## config.mk

```make
export PLATFORM = sky130hd
export DESIGN_NAME = pe_outcha_dual_arbiter
export DESIGN_NICKNAME = d
export VERILOG_FILES = /design/src/rtl/pe_outcha_dual_arbiter.sv
export SDC_FILE = /design/constraint.sdc
export NUM_CORES = 1
export LEC_CHECK = 0
export ABC_AREA = 1
export BUFFER_PORTS_ARGS = -buffer_cell sky130_fd_sc_hd__buf_4
export CORE_MARGIN = 4
export CORE_UTILIZATION = 60
export DETAILED_ROUTE_END_ITERATION = 10
export PLACE_DENSITY = 0.89
export SYNTH_ARGS = -nofsm -noshare
export SYNTH_HDL_FRONTEND = slang
export SYNTH_SLANG_ARGS = --single-unit
```

## constraint.sdc

```tcl
create_clock -name clk -period 7.1 [get_ports clk]
set_input_delay 0.71 -clock clk [delete_from_list [all_inputs] [get_ports clk]]
set_output_delay 0.71 -clock clk [all_outputs]
set_load 0.03 [all_outputs]
```

## src/rtl/pe_outcha_dual_arbiter.sv

```systemverilog
// Purpose : round-robin share of one single-pixel output channel between NUM_REQ
//           dual-pixel PE groups; each granted pair is serialized as two beats
//           (one beat for the odd last pair of a frame).
// Latency : grant cycle -> o_valid the next cycle; back-to-back grants give 1 pixel/cycle.
// Backpressure: valid/ready downstream. o_valid, o_data and o_sel hold until i_ready.
//               A new grant is issued only in IDLE or on the final-beat handshake.
// Optional: define PE_OUTCHA_DUAL_ARB_STALL_CNT_EN to build the saturating stall counter
//           on o_stall_cnt; without it o_stall_cnt is tied to zero.
module pe_outcha_dual_arbiter #(
    parameter int DATA_WIDTH = 8,
    parameter int NUM_REQ    = 4,
    parameter int IN_WIDTH   = 513,
    parameter int IN_HEIGHT  = 257,
    parameter int KERNEL_0   = 3,
    parameter int KERNEL_1   = 3,
    parameter int DILATION_0 = 2,
    parameter int DILATION_1 = 2,
    parameter int PADDING_0  = 2,
    parameter int PADDING_1  = 2,
    parameter int STRIDE_0   = 1,
    parameter int STRIDE_1   = 1
) (
    input  logic                          clk,
    input  logic                          rst,
    input  logic [NUM_REQ*DATA_WIDTH-1:0] i_data_a,
    input  logic [NUM_REQ*DATA_WIDTH-1:0] i_data_b,
    input  logic [NUM_REQ-1:0]            i_valid,
    output logic [NUM_REQ-1:0]            o_ack,
    output logic [DATA_WIDTH-1:0]         o_data,
    output logic                          o_valid,
    output logic [$clog2(NUM_REQ)-1:0]    o_sel,
    input  logic                          i_ready,
    output logic                          o_frame_done,
    output logic [31:0]                   o_stall_cnt
);

    // Output frame geometry of the convolution layer feeding this arbiter.
    localparam int OUT_H      = (IN_HEIGHT + 2*PADDING_0 - DILATION_0*(KERNEL_0-1) - 1) / STRIDE_0 + 1;
    localparam int OUT_W      = (IN_WIDTH  + 2*PADDING_1 - DILATION_1*(KERNEL_1-1) - 1) / STRIDE_1 + 1;
    localparam int OUT_PIXELS = OUT_H * OUT_W;
    localparam int PAIRS      = (OUT_PIXELS + 1) / 2;
    localparam bit OUT_ODD    = (OUT_PIXELS % 2) == 1;
    localparam int CNT_W      = (PAIRS > 1) ? $clog2(PAIRS) : 1;
    localparam int SEL_W      = $clog2(NUM_REQ);

    typedef enum logic [1:0] {
        S_IDLE   = 2'd0,
        S_BEAT_A = 2'd1,
        S_BEAT_B = 2'd2
    } state_t;

    state_t                r_state;
    logic [SEL_W-1:0]      r_rr_ptr;
    logic [SEL_W-1:0]      r_sel;
    logic [DATA_WIDTH-1:0] r_data;
    logic [DATA_WIDTH-1:0] r_lat_b;
    logic                  r_lat_odd;
    logic                  r_valid;
    logic [CNT_W-1:0]      r_pair_cnt [NUM_REQ];
    logic [NUM_REQ-1:0]    r_done;
    logic                  r_frame_done;

    logic [NUM_REQ-1:0]    w_last_pair;
    logic [NUM_REQ-1:0]    w_last_odd;
    logic                  w_any;
    logic [SEL_W-1:0]      w_gnt_idx;
    logic [DATA_WIDTH-1:0] w_gnt_a;
    logic [DATA_WIDTH-1:0] w_gnt_b;
    logic                  w_gnt_odd;
    logic                  w_final_hs;
    logic                  w_opp;
    logic                  w_grant;
    logic [NUM_REQ-1:0]    w_done_nxt;

    // Per-requester frame position: is the pending pair the last of the frame, and is it a lone pixel.
    always_comb begin
        w_last_pair = '0;
        w_last_odd  = '0;
        for (int r = 0; r < NUM_REQ; r++) begin
            w_last_pair[r] = (r_pair_cnt[r] == CNT_W'(PAIRS - 1));
            w_last_odd[r]  = OUT_ODD && w_last_pair[r];
        end
    end

    // Round-robin search starting one past the last winner.
    always_comb begin
        w_any     = 1'b0;
        w_gnt_idx = '0;
        for (int k = 1; k <= NUM_REQ; k++) begin
            if (!w_any && i_valid[(int'(r_rr_ptr) + k) % NUM_REQ]) begin
                w_any     = 1'b1;
                w_gnt_idx = SEL_W'((int'(r_rr_ptr) + k) % NUM_REQ);
            end
        end
    end

    // Select the winner's pair and its odd-last flag.
    always_comb begin
        w_gnt_a   = '0;
        w_gnt_b   = '0;
        w_gnt_odd = 1'b0;
        for (int r = 0; r < NUM_REQ; r++) begin
            if (w_gnt_idx == SEL_W'(r)) begin
                w_gnt_a   = i_data_a[r*DATA_WIDTH +: DATA_WIDTH];
                w_gnt_b   = i_data_b[r*DATA_WIDTH +: DATA_WIDTH];
                w_gnt_odd = w_last_odd[r];
            end
        end
    end

    // A new pair may be taken when idle or when the last beat of the current pair is accepted.
    assign w_final_hs = r_valid && i_ready &&
                        ((r_state == S_BEAT_B) || ((r_state == S_BEAT_A) && r_lat_odd));
    assign w_opp      = (r_state == S_IDLE) || w_final_hs;
    assign w_grant    = w_opp && w_any && !rst;

    // One-hot acknowledge to the winning requester, in the grant cycle.
    always_comb begin
        o_ack = '0;
        if (w_grant) begin
            o_ack[w_gnt_idx] = 1'b1;
        end
    end

    // Beat sequencer: latch the granted pair, then present beat A (or the lone pixel) and beat B.
    always_ff @(posedge clk or posedge rst) begin
        if (rst) begin
            r_state   <= S_IDLE;
            r_valid   <= 1'b0;
            r_data    <= '0;
            r_sel     <= '0;
            r_lat_b   <= '0;
            r_lat_odd <= 1'b0;
            r_rr_ptr  <= SEL_W'(NUM_REQ - 1);
        end else begin
            if ((r_state == S_BEAT_A) && i_ready && !r_lat_odd) begin
                r_state <= S_BEAT_B;
                r_data  <= r_lat_b;
            end
            if (w_opp) begin
                if (w_any) begin
                    r_state   <= S_BEAT_A;
                    r_valid   <= 1'b1;
                    r_sel     <= w_gnt_idx;
                    r_rr_ptr  <= w_gnt_idx;
                    r_lat_b   <= w_gnt_b;
                    r_lat_odd <= w_gnt_odd;
                    r_data    <= w_gnt_odd ? w_gnt_b : w_gnt_a;
                end else begin
                    r_state <= S_IDLE;
                    r_valid <= 1'b0;
                end
            end
        end
    end

    // Pair position within the frame, advanced on each acknowledge and wrapped at the frame end.
    always_ff @(posedge clk or posedge rst) begin
        if (rst) begin
            for (int r = 0; r < NUM_REQ; r++) begin
                r_pair_cnt[r] <= '0;
            end
        end else begin
            for (int r = 0; r < NUM_REQ; r++) begin
                if (o_ack[r]) begin
                    r_pair_cnt[r] <= w_last_pair[r] ? '0 : r_pair_cnt[r] + 1'b1;
                end
            end
        end
    end

    assign w_done_nxt = r_done | (o_ack & w_last_pair);

    // Frame completion: pulse once every requester has sent its last pair, then start over.
    always_ff @(posedge clk or posedge rst) begin
        if (rst) begin
            r_done       <= '0;
            r_frame_done <= 1'b0;
        end else if (&w_done_nxt) begin
            r_done       <= '0;
            r_frame_done <= 1'b1;
        end else begin
            r_done       <= w_done_nxt;
            r_frame_done <= 1'b0;
        end
    end

`ifdef PE_OUTCHA_DUAL_ARB_STALL_CNT_EN
    logic [31:0] r_stall_cnt;

    // Count cycles where a beat is offered but not accepted; saturates instead of wrapping.
    always_ff @(posedge clk or posedge rst) begin
        if (rst) begin
            r_stall_cnt <= '0;
        end else if (r_valid && !i_ready && (r_stall_cnt != 32'hFFFF_FFFF)) begin
            r_stall_cnt <= r_stall_cnt + 32'd1;
        end
    end

    assign o_stall_cnt = r_stall_cnt;
`else
    assign o_stall_cnt = 32'd0;
`endif

    assign o_data       = r_data;
    assign o_valid      = r_valid;
    assign o_sel        = r_sel;
    assign o_frame_done = r_frame_done;

endmodule
```

# [Yosys cells after proc, flatten, opt, wreduce, memory -nomap -nowiden]
# Cells that the tools add are included.
[op_classes] n_addsub=8 n_lt_le_gt_ge=6 eq_ne=9 mux=49 bitwise_logic=6 reduce_logical=27
[ops] cell="2-to-1 mux 8 bit" n=12
[ops] cell="adder 17 x 1 -> 17 bit, second input constant" n=4
[ops] cell="equality test 17 bit, second input constant" n=4
[ops] cell="2-to-1 mux 17 bit" n=4
[ops] cell="2-to-1 mux 1 bit" n=20
[ops] cell="< comparator 3 x 4 -> 1 bit, second input constant" n=4
[ops] cell="2-to-1 mux 2 bit" n=6
[ops] cell="logical AND 1 bit" n=11
[ops] cell="binary-select mux 1 bit (select 2 bit)" n=4
[ops] cell="2-to-1 mux 4 bit" n=2
[ops] cell="OR reduction 2 bit" n=4
[ops] cell="equality test 2 bit, second input constant" n=3
[ops] cell="logical NOT 1 bit" n=5
[ops] cell="adder 2 x 1 -> 2 bit, second input constant" n=2
[ops] cell="adder 2 bit, second input constant" n=2
[ops] cell="AND 1 bit, first input constant" n=4
[ops] cell="AND 4 bit" n=1
[ops] cell="equality test 2 x 1 -> 1 bit, second input constant" n=2
[ops] cell="logical NOT 2 bit" n=2
[ops] cell="bitwise OR 4 bit" n=1
[ops] cell="AND reduction 4 bit" n=1
[ops] cell="< comparator 2 x 3 -> 1 bit, second input constant" n=1
[ops] cell="demux 1 bit (select 2 bit)" n=1
[ops] cell=">= comparator 2 x 1 -> 1 bit, second input constant" n=1
[ops] cell="other kinds (3)" n=4
[word_totals] register_bits=97 out_inout_bits=48 word_cells=118

# [Depth between registers and ports, before layout]
# Gate-level depths: netlist of run 1.
[depth] ltp_word=25 depth_mapped=20 depth_no_buf=18

# [Worst setup path before layout of run 1]
# OpenSTA, ideal clock, no wires.
[synth_path] kind="flip-flop to output port" from="register r_rr_ptr[0]" to="output o_ack[2]" arrival_ns=1.944 required_time_ns=6.390 slack_ns=4.446 path_stages_with_launch=14 n_path_buf=3 cell_sequence="dfstp_2 -> buf_6 -> inv_2 -> buf_6 -> nand2_2 -> nand2_2 -> nand2_2 -> nand2_2 -> nor2_4 -> nand4_1 -> nand2_4 -> nand3_4 -> inv_2 -> buf_2"
[synth_between] elab_chain_len=19
[synth_lines] element="start: declaration" line="53" rtl="logic [SEL_W-1:0] r_rr_ptr;"
[synth_lines] element="start signal: assignment" line="134" rtl="r_rr_ptr <= SEL_W'(NUM_REQ - 1);"
[synth_lines] element="start signal: assignment" line="145" rtl="r_rr_ptr <= w_gnt_idx;"
[synth_lines] element="adder 2 x 1 -> 2 bit" line="90, 92"
[synth_lines] element="binary-select mux 1 bit (select 2 bit)" line="90" rtl="if (!w_any && i_valid[(int'(r_rr_ptr) + k) % NUM_REQ]) begin"
[synth_lines] element="2-to-1 mux 1 bit (not written as such) (2 in a row)" line="90"
[synth_lines] element="2-to-1 mux 1 bit" line="90"
[synth_lines] element="logical NOT 1 bit" line="90"
[synth_lines] element="logical AND 1 bit" line="90"
[synth_lines] element="2-to-1 mux 1 bit" line="90"
[synth_lines] element="logical NOT 1 bit" line="90"
[synth_lines] element="[2 not listed]"
[synth_lines] element="logical NOT 1 bit" line="90"
[synth_lines] element="logical AND 1 bit" line="90"
[synth_lines] element="2-to-1 mux 2 bit" line="90"
[synth_lines] element="< comparator 2 x 3 -> 1 bit (not written as such) or >= comparator 2 x 1 -> 1 bit (tied branches)" line="121" rtl="o_ack[w_gnt_idx] = 1'b1;"
[synth_lines] element="logical AND 1 bit (not written as such)" line="121"
[synth_lines] element="2-to-1 mux 1 bit (not written as such)" line="121"
[synth_lines] element="demux 1 bit (select 2 bit)" line="121"
[synth_lines] element="2-to-1 mux 4 bit (*)" line="120" rtl="if (w_grant) begin"
[synth_lines] element="end: declaration" line="28" rtl="output logic [NUM_REQ-1:0] o_ack,"
# Mark *: on every way between the ends. The rest lies on a longest branch, timed or not. The select of a mux whose other input is x is not followed.

# [Final worst setup path of run 1]
[layout_path] from="register r_rr_ptr[0]" to="output o_ack[1]"
# Same word-level chain as after synthesis.

==> out/results.ini, run 1 <==
[place]
dp_slack_ns = 3.93
place_area_sq_mm = 0.00717
dp_cells = 1100
dp_hpwl_um = 11700
io_buffers = 86
globalplace.congestion = 0.960

[grt]
grt_pass1_vias = 5577
grt_use_total = 0.247
antenna_found_initial = 0
grt_max_degree = 68
grt_overflow = 0
grt_pass1_wl_um = 26300

[clock_tree]
cts_resized = 0
clkSlewWorstSetupHoldPaths_ns = 0.10
clock_latency_ns = 0.37
hold_buffers = 0
cts.path.max_buffers = 2
cts_root_buf = clkbuf_8
cts-buffers-inserted = 9
cts_setup_buffers = 0
htree_levels = 3
cts_tree = yes
clock-sinks = 97

[routing]
wl_per_cell_um = 14.1
wl_um = 15700
ant_nets = 0
first_iter_violations = 659
vias_per_cell = 5.49
drc = 0
dr.pass1.iters = 5
via_count = 6122

[worst_setup_path]
worstRegToRegCells = 14
path_class = reg -> out
worstPathRequired_ns = 6.39
arrival_ns = 2.79
r2r_start = r_rr_ptr[0]
crit_fanout = 35
rr_endpoint = r_pair_cnt[55]
reg2reg_slack_ns = 4.18
cp-end-kind = output port
start_kind = flop

[floorplanning]
die_h_um = 113
io_pins = 119
dieWidth_um = 113
core_sq_mm = 0.0108
rows = 38
start_util = 0.612
die_area_sq_mm = 0.0128

[pwr]
p_sw_frac = 0.508
seq_power_share = 0.291
irDropWorstVdd_mv = 0.220
power.internal_mw = 1.43
net-switching-power_mw = 1.48
comb_power_share = 0.577
p_leak_nw = 3.72
p_per_area_mw_per_mm2 = 394
pwr-share-clk = 0.133

[synthesis]
synth_flop_cell = dfrtp_1
yosys.area.top_type = dfrtp_1
yosysTopAreaCellShare = 0.360
synthMostInstantiatedCell = nand2_1
synth_edf_count = 0
seq_area_frac_synth = 0.368
synth_commonest_cells = 198 x nand2_1, 115 x inv_1, 95 x dfrtp_1
synth_cell_types = 50
synth_area_sq_mm = 0.00661
ys_async_sr_fraction = 1.00
syn_area_per_cell_sq_um = 7.37
ys_ff_latch = 97
synthTopCellsByArea = dfrtp_1 36%, nand2_1 11%, inv_1 6.5%
netlist_instances = 896
yosys_warnings = 0

[layout]
syn_to_final_growth_pct = 11.7
layout-drive-gt1-share = 0.169
instances_no_fill = 1116
n_fill_cell = 887
n_antenna_cell = 0
fin_nets = 1050
fin_area_sq_mm = 0.00738

[sta]
drv_slew = 0
worst-slew-pin-transition_ns = 0.845
clock_skew_ns = 0.0145
layout_setup_ws_ns = 3.60
finalCritPeriodShare = 0.493
rsz0062_at_grt = false
tns_ns = 0
hold_violations = 0
setup_viol = 0
fmax_mhz = 286
maxSlewHeadroom = 0.437
fin_crit_ns = 3.50

[flow_run]
drv_cap = 0

[hold_path]
hold_class = in -> async

[run_status]
status = finished, final reports clean

[critical path: stages, from the launching register on]
cell	delay (ns)
dfstp_2	0.62
inv_2	0.14
nand2_1	0.08
nand2_1	0.09
nand2_2	0.08
nand2_2	0.08
nor2_4	0.14
nand3_2	0.08
nand2_2	0.11
nand2_8	0.19
nor2_8	0.30
nand2_4	0.14
clkinv_2	0.17
buf_4	0.19
[through the flow]
stage                      util  total power [mW]  hold slack (ns)
after floorplan               -              2.22            0.442
after global placement    0.664              2.47            0.464
after detailed placement  0.664              2.51            0.477
after CTS                 0.684              2.90            0.357
after global routing      0.684              3.15            0.364
final                     0.684              2.91            0.352
[routing by layer]
| metal | vias to the layer above | GRT usage | routed length, um |
|---|---|---|---|
| met5 | - | 0 | 0 |
| met4 | 0 | 0.0689 | 300 |
| met3 | 27 | 0.0540 | 1210 |
| met2 | 272 | 0.387 | 7390 |
| met1 | 2834 | 0.348 | 6840 |
| li1 | 2989 | - | - |
[power by group through the flow]
stage                     Clock (mW)  Combinational (mW)  Sequential, mW
after floorplan                    0                1.35           0.869
after global placement             0                1.62           0.846
final                          0.386                1.68           0.845
after global routing           0.421                1.86           0.866
after CTS                      0.395                1.67           0.841
after detailed placement           0                1.66           0.852
[worst max path at each step]
stage / from / end / slack [ns] / cells past startpoint
2_1_floorplan: rst / o_data[0] / 3.86 / 1
3_3_place_gp: i_valid[3] / o_ack[1] / 3.98 / 13
3_5_place_dp: i_valid[3] / o_ack[1] / 3.93 / 13
4_1_cts: r_rr_ptr[0] / o_ack[1] / 3.60 / 13
5_1_grt: r_rr_ptr[0] / o_ack[1] / 3.39 / 13
6_report: r_rr_ptr[0] / o_ack[1] / 3.60 / 13
[sequential cells by signal, indices dropped and copies added, names as in the netlist]
name          flops
r_lat_odd         1
r_pair_cnt       68
o_sel             2
r_state           2
r_done            4
o_valid           1
o_data            8
r_lat_b           8
o_frame_done      1
r_rr_ptr          2
[area by class of cell]
class | instances | area [sq um] | area share
clock buffer | 13 | 169 | 0.0229
clock inverter | 3 | 46.3 | 0.00627
inverter | 123 | 473 | 0.0641
multi-input combinational | 653 | 3440 | 0.465
sequential | 97 | 2430 | 0.329
tap | 140 | 175 | 0.0237
timing repair buffer | 87 | 653 | 0.0885
[cell families (layout without fill, tap and decap cells)]
group / after synthesis / after routing / synth area share
AO/OA/AOI/OAI: 97 / 97 / 0.0803
other: 1 / 32 / 0.000568
XOR/XNOR: 30 / 30 / 0.0398
AND/OR/NAND/NOR: 484 / 484 / 0.363
buffers and inverters: 177 / 226 / 0.130
flip-flops: 97 / 97 / 0.368
adder cells (fa/ha/maj): 8 / 8 / 0.0151
multiplexers: 2 / 2 / 0.00341
[cell usage in the layout (no fill, tap or decap), types with 6 or more instances in the layout]
cell and count:
conb_1 32, o21a_1 8, xnor2_1 6, nor4_1 23, a21oi_1 31, ha_1 8
inv_1 114, or2_0 6, nand4_1 23, nand2_1 198, nand2_2 16, nor3_1 34
clkbuf_8 12, nor2_2 8, dfrtp_1 95, nor2_1 69, buf_4 87, xor2_1 24
o21ai_0 43, nand3_1 71, nor2_4 6
No activity file was read; power rests on OpenSTA's default activity.
==> run 2, diff against run 1 <==
--- a/config.mk
+++ b/config.mk
@@ -8,9 +8,9 @@
 export ABC_AREA = 1
 export BUFFER_PORTS_ARGS = -buffer_cell sky130_fd_sc_hd__buf_4
 export CORE_MARGIN = 4
-export CORE_UTILIZATION = 60
+export CORE_UTILIZATION = 51
 export DETAILED_ROUTE_END_ITERATION = 10
-export PLACE_DENSITY = 0.89
+export PLACE_DENSITY = 0.81
 export SYNTH_ARGS = -nofsm -noshare
 export SYNTH_HDL_FRONTEND = slang
 export SYNTH_SLANG_ARGS = --single-unit
==> constraint.sdc (replaced) <==
create_clock -name clk -period 3 [get_ports clk]
set_input_delay 0.3 -clock clk [delete_from_list [all_inputs] [get_ports clk]]
set_output_delay 0.3 -clock clk [all_outputs]
set_load 0.03 [all_outputs]
==> out/results.ini, run 2 (synthesis results as in run 1) <==
[sta]
setup_viol = 0  ; unchanged
hold_violations = 0  ; unchanged
maxSlewHeadroom = 0.498  ; +0.0615
fin_crit_ns = 2.88
finalCritPeriodShare = 0.958
clock_skew_ns = 0.00651  ; -0.00803 ns
layout_setup_ws_ns = 0.125  ; -3.47 ns
drv_slew = 0  ; unchanged
worst-slew-pin-transition_ns = 0.745  ; -0.100 ns
fmax_mhz = 348

[layout]
syn_to_final_growth_pct = 16.8
layout-drive-gt1-share = 0.188  ; +0.0185
multi_input_area_sq_mm = 0.00347  ; +0.98%
register_area_sq_mm = 0.00243  ; unchanged
largest-register = r_pair_cnt
fin_nets = 1071  ; +2.0%
n_fill_cell = 1132  ; +28%
instances_no_fill = 1169  ; +4.7%
n_antenna_cell = 0  ; unchanged
fin_area_sq_mm = 0.00772  ; +4.6%
largest_reg_flops = 68  ; unchanged
final_cell_mix = 198 x nand2_1, 114 x inv_1, 105 x buf_4
final_common_cell = nand2_1

[routing]
ant_nets = 0  ; unchanged
wl_um = 16400  ; +4.0%
drc = 0  ; unchanged
first_iter_violations = 525  ; -20%
via_count = 6120  ; -0.033%
vias_per_cell = 5.24  ; -4.6%
wl_per_cell_um = 14.0  ; -0.69%
dr.pass1.iters = 5  ; unchanged

[pwr]
p_per_area_mw_per_mm2 = 978  ; +150%
p_leak_nw = 3.88  ; +4.2%
irDropWorstVdd_mv = 0.595  ; +170%
design_power_total_mw = 7.55  ; +160%

[place]
dp_cells = 1135  ; +3.2%
io_buffers = 86  ; unchanged
dp_slack_ns = 0.181  ; -3.75 ns
place_area_sq_mm = 0.00724  ; +1.0%
globalplace.congestion = 0.902  ; -6.1%
dp_hpwl_um = 11800  ; +1.5%

[grt]
grt_use_total = 0.221  ; -0.0256
grt_pass1_vias = 5610  ; +0.59%
grt_pass1_wl_um = 26600  ; +1.1%
grt_max_degree = 57  ; -16%
antenna_found_initial = 0  ; unchanged
grt_overflow = 0  ; unchanged

[clock_tree]
cts.path.max_buffers = 2  ; unchanged
cts_root_buf = clkbuf_16
cts-buffers-inserted = 9  ; unchanged
clkSlewWorstSetupHoldPaths_ns = 0.07  ; -0.03 ns
clock_latency_ns = 0.35  ; -0.02 ns
clock-sinks = 97  ; unchanged
htree_levels = 3  ; unchanged
hold_buffers = 0  ; unchanged
cts_tree = yes

[hold_path]
hold_class = in -> async

[worst_setup_path]
r2r_start = r_rr_ptr[1]
crit_fanout = 9  ; -74%
worstRegToRegCells = 16  ; +2
start_kind = flop
reg2reg_slack_ns = 0.19  ; -3.99 ns
worstPathRequired_ns = 2.70  ; -3.69 ns
arrival_ns = 2.58  ; -0.21 ns
cp_slowest_cell = dfstp_2
path_class = reg -> out
rr_endpoint = r_done[3]
crit_buf_inv = 2  ; -1
slowest_delay_ns = 0.62  ; about the same
crit_family = simple AND/OR/NAND/NOR gates
crit_chain = inv_2, nand2_1, nand2_1, nand2_2, nand2_2, nor2_4, nand4_1, nand2_8, nand2_4, nor2_8, buf_4
cp-end-kind = output port

[floorplanning]
core_sq_mm = 0.0127  ; +17%
start_util = 0.521  ; -0.0907
dieWidth_um = 122  ; +7.9%
die_h_um = 122  ; +7.9%
die_area_sq_mm = 0.0148  ; +16%
io_pins = 119  ; unchanged
rows = 41  ; +7.9%

[run_status]
status = finished, final reports clean

[flow_run]
drv_cap = 0  ; unchanged

-- run 2: layout make-up --
class | instances | share of cell area
sequential | 97 | 0.315
timing repair buffer | 106 | 0.105
multi-input combinational | 655 | 0.450
inverter | 123 | 0.0627
tap | 172 | 0.0279
clock buffer | 10 | 0.0297
clock inverter | 6 | 0.0107
-- run 2: through the flow --
step                hold WS [ns]   util  setup TNS, ns
floorplan                  0.442      -              0
global placement           0.432  0.572              0
detailed placement         0.437  0.572              0
CTS                       0.0606  0.598              0
global route              0.0832  0.609         -0.104
finish                    0.0523  0.609              0
-- run 2: layer usage --
layer  global-route usage  part of all wire  vias to the layer above
li1                     -                 -                     3053
met1                0.308              0.44                     2819
met2                0.348              0.47                      231
met3               0.0543             0.071                       17
met4               0.0595             0.012                        0
met5                    0                 0                        -
-- run 2: worst max-delay path by stage --
stage	from	endpoint	slack, ns	cells past startpoint
after floorplan	rst	o_data[0]	0.17	1
after global placement	r_rr_ptr[0]	r_done[0]	0.30	15
after detailed placement	r_rr_ptr[0]	r_done[3]	0.18	15
after CTS	r_rr_ptr[0]	o_ack[2]	0.02	11
after global routing	r_rr_ptr[0]	o_ack[3]	-0.03	11
final	r_rr_ptr[1]	o_ack[3]	0.12	11
-- run 2: what timing repair did --
| item | in CTS | in global routing |
|---|---|---|
| pin swaps | 1 | 5 |
| setup endpoints to repair | 2 | 16 |
| setup buffers | 1 | 15 |
| resized for setup | 2 | 6 |
| cloned | 0 | 2 |
-- run 2: report_power, final --
part	internal, mW	leakage, nW	total, mW	switching, mW
clock	0.727	0.152	1.23	0.505
combinational	1.46	2.57	4.32	2.86
sequential	1.69	1.15	2.00	0.308
total	3.88	3.88	7.55	3.67
